<file path="src/rtl/r15_trace_capture.sv">
// r15_trace_capture
// Reader side of the core's R15output/out pair. Samples R15 (program counter)
// and the out bus every enabled cycle, logs each R15 change into a FIFO, and
// tags any non-sequential step (a taken jumpTo) as a discontinuity. A host
// drains the FIFO over a simple rd_en / rd_valid handshake. Never drives the core.
//
// Ports
//   clock       rising-edge clock, shared with the core
//   reset_n     asynchronous active-low reset
//   clear       synchronous flush of FIFO, overflow flag and R15 history
//   capture_en  1 = sample r15_in/out_in this cycle
//   r15_in      core R15output
//   out_in      core out bus
//   rd_en       pop request (ignored while empty)
//   rd_data     {disc, out, r15} of the most recently popped entry
//   rd_valid    one-cycle pulse: rd_data was just loaded by a pop
//   empty/full  registered status, count == 0 / count == DEPTH
//   count       entries held
//   overflow    sticky: a push was dropped because the FIFO was full
module r15_trace_capture #(
  parameter  int DEPTH = 16,
  parameter  int DW    = 8,
  localparam int AW    = $clog2(DEPTH)
) (
  input  logic            clock,
  input  logic            reset_n,
  input  logic            clear,
  input  logic            capture_en,
  input  logic [DW-1:0]   r15_in,
  input  logic [DW-1:0]   out_in,
  input  logic            rd_en,
  output logic [2*DW:0]   rd_data,
  output logic            rd_valid,
  output logic            empty,
  output logic            full,
  output logic [AW:0]     count,
  output logic            overflow
);

  localparam logic [AW:0] FULL_CNT = (AW + 1)'(DEPTH);

  logic [2*DW:0] mem [DEPTH];
  logic [AW-1:0] wr_ptr, rd_ptr;
  logic [DW-1:0] prev_r15;
  logic          prev_valid;

  logic [DW-1:0] r15_seq;
  logic          push_req, disc, push, pop, drop;
  logic [AW:0]   count_next;

  // Push/pop decisions. clear overrides both so nothing moves during a flush.
  always_comb begin
    r15_seq  = prev_r15 + DW'(1);   // wraps mod 2^DW, so FF -> 00 is sequential
    push_req = capture_en && (!prev_valid || (r15_in != prev_r15));
    disc     = prev_valid && (r15_in != r15_seq);
    pop      = !clear && rd_en && !empty;
    // A full FIFO still accepts a push when a pop frees a slot in the same cycle.
    push     = !clear && push_req && (!full || pop);
    drop     = !clear && push_req && full && !pop;

    count_next = count;
    case ({push, pop})
      2'b10:   count_next = count + (AW + 1)'(1);
      2'b01:   count_next = count - (AW + 1)'(1);
      default: count_next = count;
    endcase
  end

  // NOTE: the storage array has no reset; only pointers and count define which
  // entries are meaningful, and leaving it unreset lets it map onto RAM.
  always_ff @(posedge clock) begin
    if (push) mem[wr_ptr] <= {disc, out_in, r15_in};
  end

  // NOTE: all state uses non-blocking assignments so the read of mem[rd_ptr]
  // sees the pre-edge contents even when a push hits the same slot.
  always_ff @(posedge clock or negedge reset_n) begin
    if (!reset_n) begin
      wr_ptr     <= '0;
      rd_ptr     <= '0;
      count      <= '0;
      empty      <= 1'b1;
      full       <= 1'b0;
      overflow   <= 1'b0;
      rd_data    <= '0;
      rd_valid   <= 1'b0;
      prev_r15   <= '0;
      prev_valid <= 1'b0;
    end else if (clear) begin
      // rd_data and prev_r15 deliberately hold; prev_valid=0 makes prev_r15 moot.
      wr_ptr     <= '0;
      rd_ptr     <= '0;
      count      <= '0;
      empty      <= 1'b1;
      full       <= 1'b0;
      overflow   <= 1'b0;
      rd_valid   <= 1'b0;
      prev_valid <= 1'b0;
    end else begin
      if (push) wr_ptr <= wr_ptr + AW'(1);
      if (pop) begin
        rd_ptr  <= rd_ptr + AW'(1);
        rd_data <= mem[rd_ptr];
      end
      rd_valid <= pop;
      count    <= count_next;
      empty    <= (count_next == '0);
      full     <= (count_next == FULL_CNT);
      if (drop) overflow <= 1'b1;

      // History tracks every enabled sample, including dropped pushes.
      prev_valid <= capture_en;
      if (capture_en) prev_r15 <= r15_in;
    end
  end

endmodule

</file>
<file path="config.mk">
export PLATFORM = sky130hd
export DESIGN_NAME = r15_trace_capture
export DESIGN_NICKNAME = d
export VERILOG_FILES = /design/src/rtl/r15_trace_capture.sv
export SDC_FILE = /design/constraint.sdc
export NUM_CORES = 1
export LEC_CHECK = 0
export ABC_CLOCK_PERIOD_IN_PS = 4100
export CAP_MARGIN = 5
export CELL_PAD_IN_SITES_DETAIL_PLACEMENT = 2
export CELL_PAD_IN_SITES_GLOBAL_PLACEMENT = 2
export CORE_MARGIN = 2
export CORE_UTILIZATION = 48
export DETAILED_ROUTE_END_ITERATION = 6
export PLACE_DENSITY = 0.91
export SLEW_MARGIN = 20
export SYNTH_ARGS = -nofsm -noshare
export SYNTH_HDL_FRONTEND = slang
export SYNTH_SLANG_ARGS = --single-unit
</file>
<file path="constraint.sdc">
create_clock -name clock -period 4.1 [get_ports clock]
set_clock_uncertainty 0.1 [all_clocks]
set_input_delay 0.615 -clock clock [delete_from_list [all_inputs] [get_ports clock]]
set_output_delay 0.615 -clock clock [all_outputs]
set_load 0.1 [all_outputs]
</file>
Yosys cells after proc, flatten, opt, wreduce, memory -nomap -nowiden
Memories as Yosys holds them, arrays and structs flattened. A register that Yosys moved wholly into a read port is not among the register bits.
Index checks and enable logic that the tools add are counted.
{"block": "op_classes", "addsub": 5, "reduce_logical": 22, "n_eq_ne": 5, "n_bitwise": 1, "n_mux": 14}
{"op": "$mux 4", "n": 4}
{"op": "$ne 8x8->1", "n": 2}
{"op": "$pmux 5 s2", "n": 1}
{"op": "$add 4x1->4 const B", "n": 2}
{"op": "$add 8x1->8 const B", "n": 1}
{"op": "$logic_and 1x1->1", "n": 8}
{"op": "$mux 1", "n": 8}
{"op": "$logic_not 1->1", "n": 6}
{"op": "$reduce_bool 2->1", "n": 3}
{"op": "$add 5x1->5 const B", "n": 1}
{"op": "$eq 5x5->1 const B", "n": 1}
{"op": "$logic_not 5->1", "n": 1}
{"op": "$mux 5", "n": 1}
{"op": "$sub 5x1->5 const B", "n": 1}
{"op": "$reduce_and 2->1", "n": 2}
{"op": "$eq 2x1->1 const B", "n": 1}
{"op": "$eq 2x2->1 const B", "n": 1}
{"op": "$logic_or 1x1->1", "n": 2}
{"op": "$not 1->1", "n": 1}
{"block": "word_totals", "word_cells": 57, "mem_bits_rw": 272, "output_inout_bits": 26, "register_bits": 26, "memories": 1}
{"name": "mem", "words": 16, "word_bits": 17, "read_ports": 1, "rd_ports_with_merged_regs": 1, "wr": 1, "line_no": "42", "text": "logic [2*DW:0] mem [DEPTH];"}

Depth between registers and ports, before layout
{"block": "depth", "depth_word": 9, "ltp_mapped": 15, "depth_no_buf": 13}

Least setup slack after synthesis
No wires, ideal clock.
{"block": "synth_path", "path_kind": "input port to flip-flop", "start": "input clear", "end": "memory mem[11][0] in the netlist's numbering, enable pin", "arrival_ns": 3.295, "stages": 7, "path_slack_ns": 0.264, "required_ns": 3.559, "path_buffers": 1, "cell_sequence": "nand2b_1 > buf_2 > inv_1 > nand2_1 > nor2_1 > inv_1 > nor4b_1"}
{"block": "synth_via", "elab_chain_len": 7, "word_cells_on_any_way": 8, "cone_classes": "2 x mux; 6 x reduce/logical"}
{"element": "start: declaration", "line_no": "27", "text": "input logic clear,"}
{"element": "$logic_not 1->1 (*)", "line_no": "56, 58"}
{"element": "$logic_and 1x1->1 (2 in a row)", "line_no": "56", "text": "pop = !clear && rd_en && !empty;"}
{"element": "$logic_or 1x1->1", "line_no": "58", "text": "push = !clear && push_req && (!full || pop);"}
{"element": "$logic_and 1x1->1 (*)", "line_no": "58"}
{"element": "$mux 1 (*)", "line_no": "72", "text": "if (push) mem[wr_ptr] <= {disc, out_in, r15_in};"}
{"element": "$mux 1 (implied by the code) (*)", "line_no": "72"}
{"element": "end: declaration", "line_no": "42"}
Every way passes the cells marked *; elsewhere a longest branch is shown, timed or not.

Worst setup path after layout
{"block": "layout_path", "start": "input r15_in[5]", "end": "register empty"}
{"block": "layout_via", "elab_chain_len": 9, "word_cells_on_any_way": 10, "cone_classes": "3 x eq/ne; 2 x mux; 5 x reduce/logical"}
{"element": "start: declaration", "line_no": "29", "text": "input logic [DW-1:0] r15_in,"}
{"element": "$ne 8x8->1 (*)", "line_no": "54", "text": "push_req = capture_en && (!prev_valid || (r15_in != prev_r15));"}
{"element": "$logic_or 1x1->1 (*)", "line_no": "54"}
{"element": "$logic_and 1x1->1 (*)", "line_no": "54"}
{"element": "$logic_and 1x1->1 (*) (2 in a row)", "line_no": "58"}
{"element": "$eq 2x1->1 / $eq 2x2->1 (equally long branches)", "line_no": "62", "text": "case ({push, pop})"}
{"element": "$pmux 5 s2 (*)", "line_no": "62"}
{"element": "$logic_not 5->1 (*)", "line_no": "107", "text": "empty <= (count_next == '0);"}
{"element": "$mux 1 (*)", "line_no": "89", "text": "end else if (clear) begin"}
{"element": "end signal: assignment", "line_no": "107"}
{"element": "end: declaration", "line_no": "34", "text": "output logic empty,"}
Marks and branches as above.
A chain may end at the register's enable or synchronous reset.

==> key figures <==
Status
  • Outcome: finished, final reports clean

Layout
  • Layout area overhead: 16.7%
  • Fill cell instance count of the final layout: around 2100
  • # nets final: ~760
  • Share of cells above drive strength 1: 0.238
  • Final design area excluding fillers: ~15000 µm²

Clocking
  • Hold_buf cts: 0
  • Bufs on Longest Clock Path: 3
  • Total CTS buffers: 34
  • Worst-path clk slew: ~70 ps
  • CTS tree: built
  • Insertion delay to the later sink of the worst-skew pair: roughly 520 ps
  • CTS Root Buffer Type: clkbuf_16
  • H-tree depth: 2
  • # clock sinks: about 320

Routing
  • Pre-Repair DR Iteration Count: 5
  • Routed length per instance: about 37 µm
  • DR iter-0 viols: about 670
  • DR top layer: met4
  • DRT Wirelength: approximately 40000 µm
  • WL met1: about 16000 µm
  • Vias: 7060
  • Post-route DRC: 0
  • Via-to-Cell Ratio: about 6.5
  • Met3 wire len: ~2600 µm
  • Met2 WL: ~20000 µm
  • Routed Antenna Nets: 0

Pwr
  • Psw: 2.35 mW
  • Sw Share: 0.289
  • Int Pwr: just under 6 mW
  • Static leakage: around 4.9 nW
  • Worst vdd ir: between 500 and 600 µV
  • Clock share of power: 0.380
  • Sequential power share: 0.460
  • PwrDens: 545 nW/µm²
  • Total Power: about 8.1 mW
  • Part of the power in combinational logic: 0.159

Placed design
  • Hpwl dp: approximately 21000 µm
  • Input/output buffers: between 40 and 50
  • Area post-placement: about 14000 µm²
  • Routability Congestion: about 0.82

Synthesis
  • Ys Warns: 0
  • Synthesized area: between 10000 and 15000 µm²
  • Synth Flop Type: edfxtp_1
  • Async S/R FF share, synth: 0.137
  • Combinational family with the most area after synthesis: multiplexers
  • Avg Inst Size Synth: between 15 and 20 µm²
  • Number of synthesized flops with an enable pin: approximately 270
  • Count leader, synth: edfxtp_1
  • Synth cell types: 50
  • XOR/XNOR Fraction of Synth Area: 0.0144
  • Post-Synth Simple-Gate Area: 0.0438
  • Compound-Gate Fraction of Synth Area: 0.0274
  • Area contributors post-synth: edfxtp_1 64%, mux4_2 8.5%, dfrtp_1 8.2%
  • Syn nets: 678
  • Multiplexer share of the synthesized area: 0.163
  • #FFs+latches synth: 315
  • Synthesized instance count: approximately 650
  • Post-synth top area cell: edfxtp_1
  • Seq/Total Area, Yosys: 0.725
  • Post-synth top cells: 272 x edfxtp_1, 48 x mux4_2, 42 x dfrtp_1
  • Adder-Cell Fraction of Synth Area: 0.00883
  • Top cell type's share of synthesized area: 0.640

GRT
  • GR Util All Layers: 0.294
  • Total grt overflow: 0
  • Antenna violations before repair: 1
  • Vias in the first global route: about 7800
  • First-pass GRT wire length: between 50000 and 60000 µm
  • Pin count of the biggest net entering global routing: 57

STA
  • # setup viols final: 0
  • Slew at the pin with the worst max-slew slack: ~1000 ps
  • Max-slew violations: 0
  • Hold Fails Final Rpt: 0
  • Final worst path period share: 0.967
  • Max Fclk: ~250 MHz
  • Max-slew headroom: 0.315
  • Min Tclk post-route: just under 4000 ps
  • RSZ-0062 raised after global routing: no

Floorplanning
  • Chip width: 167 µm
  • Initial Util: 0.490
  • Die area: ~28000 µm²
  • # rows: slightly below 60
  • Die Ht: between 150 and 200 µm
  • CORE AREA: approximately 26000 µm²
  • Top Ports: between 40 and 50

Setup path
  • CP Class: primary input to flop
  • Cells along the critical path: clkdlybuf4s50_1, xnor2_2, nand3_1, nor4_2, nor2_1, inv_1, buf_4, ha_1, nand4b_1, o311a_1, nor2_1, o311ai_0, o21ai_0
  • Critical path capture point type: flop
  • CP Data Arrival Time: roughly 4300 ps
  • Crit-path slowest cell: clkdlybuf4s50_1
  • CP dominant cell by count: nor2_1
  • WP data required: between 4000 and 5000 ps
  • Worst Reg-to-Reg Cells: 12
  • Startpoint Class: primary input
  • Slowest Stage Delay on Critical Path: around 630 ps
  • Worst Path Max Fanout: 14

Run
  • Max Cap Viol: 0

Hold path
  • Hold crit path type: primary input to asynchronous set/reset pin
==> power by group through the flow <==
| stage | sequential, mW | combinational, mW | clock [mW] |
|---|---|---|---|
| after global placement | 3.78 | 1.21 | 0 |
| final | 3.74 | 1.29 | 3.09 |
| after CTS | 3.73 | 1.30 | 3.13 |
| after detailed placement | 3.79 | 1.27 | 0 |
| after global routing | 3.75 | 1.34 | 3.23 |
| after floorplan | 4.28 | 0.383 | 0 |
==> what timing repair did <==
| item | 4_1_cts | 5_1_grt |
|---|---|---|
| setup endpoints to repair | 0 | 2 |
| hold endpoints to repair | 0 | 0 |
| setup buffers | 0 | 0 |
| gates resized for setup | 0 | 1 |
==> placed cells by master, fill, tap and decap left out, types with 12 or more instances in the layout <==
master and n:
edfxtp_1 272, nand2_1 14, nor2_1 13, a221o_1 18
mux2i_1 19, mux4_1 20, mux2_2 25, xnor2_1 12
buf_4 34, mux4_2 48, nor3_1 19, clkbuf_16 35
clkdlybuf4s50_1 45, dfrtp_1 39
==> registers in the layout, indices dropped and copies added (netlist names), 4 cells and up <==
| register | count |
|---|---|
| prev_r15 | 8 |
| rd_ptr | 4 |
| count | 5 |
| mem | 272 |
| rd_data | 17 |
| wr_ptr | 4 |
==> layout make-up <==
| class | count | area [µm²] | area share |
|---|---|---|---|
| diodes | 1 | 2.50 | 0.000168 |
| clock buffers | 43 | 916 | 0.0615 |
| clock inverters | 18 | 163 | 0.0109 |
| inverters | 10 | 37.5 | 0.00252 |
| multi-input cells | 285 | 3350 | 0.225 |
| flip-flops and latches | 315 | 9250 | 0.621 |
| well taps | 335 | 419 | 0.0282 |
| repair buffers | 82 | 751 | 0.0504 |
==> worst paths after layout <==
| path | from | endpoint | slack (ps) |
|---|---|---|---|
| worst max-delay path | r15_in[5] | empty$_DFF_PN1_ | 140 |
| worst min-delay path | reset_n | wr_ptr[0]$_DFFE_PN0P_ | 70 |
| worst max register to register | prev_r15[3]$_DFFE_PN0P_ | empty$_DFF_PN1_ | 290 |
| worst min register to register | rd_data[5]$_DFFE_PN0P_ | rd_data[5]$_DFFE_PN0P_ | 430 |
| max in group asynchronous | reset_n | rd_data[11]$_DFFE_PN0P_ | 2960 |
| min in group clock | rd_data[5]$_DFFE_PN0P_ | rd_data[5]$_DFFE_PN0P_ | 430 |
==> metal layers <==
| layer | GRT usage | up-vias |
|---|---|---|
| li1 | - | 2821 |
| met1 | 0.401 | 3818 |
| met2 | 0.486 | 349 |
| met3 | 0.0516 | 72 |
| met4 | 0.0971 | 0 |
| met5 | 0 | - |
==> stage by stage <==
step / util / setup slack [ps] / cells / hold slack [ps] / setup TNS [ps]
floorplan: - / 264 / 648 / 219 / 0
global placement: 0.530 / 199 / 1027 / 394 / 0
detailed placement: 0.530 / -199 / 1027 / 418 / -385
CTS: 0.571 / 225 / 1088 / 75.0 / 0
global route: 0.571 / 11.2 / 1088 / 78.9 / 0
finish: 0.571 / 137 / 1089 / 71.4 / 0
==> logic make-up after synthesis <==
kind of cell             Yosys count
flip-flops                       315
multiplexers                     112
AND/OR/NAND/NOR                  100
buffers and inverters             48
AO/OA/AOI/OAI                     43
XOR/XNOR                          21
adder cells (fa/ha/maj)            9
==> worst max-delay path, delay by kind of cell <==
family | cells | cell delay, ps
adders and majority gates | 1 | 340
buffers and inverters | 3 | 1020
AOI/OAI and AO/OA | 3 | 1120
xor gates and xnor gates | 1 | 300
and+or+nand+nor | 5 | 850
Note: power is estimated with default switching activity, not from simulation.
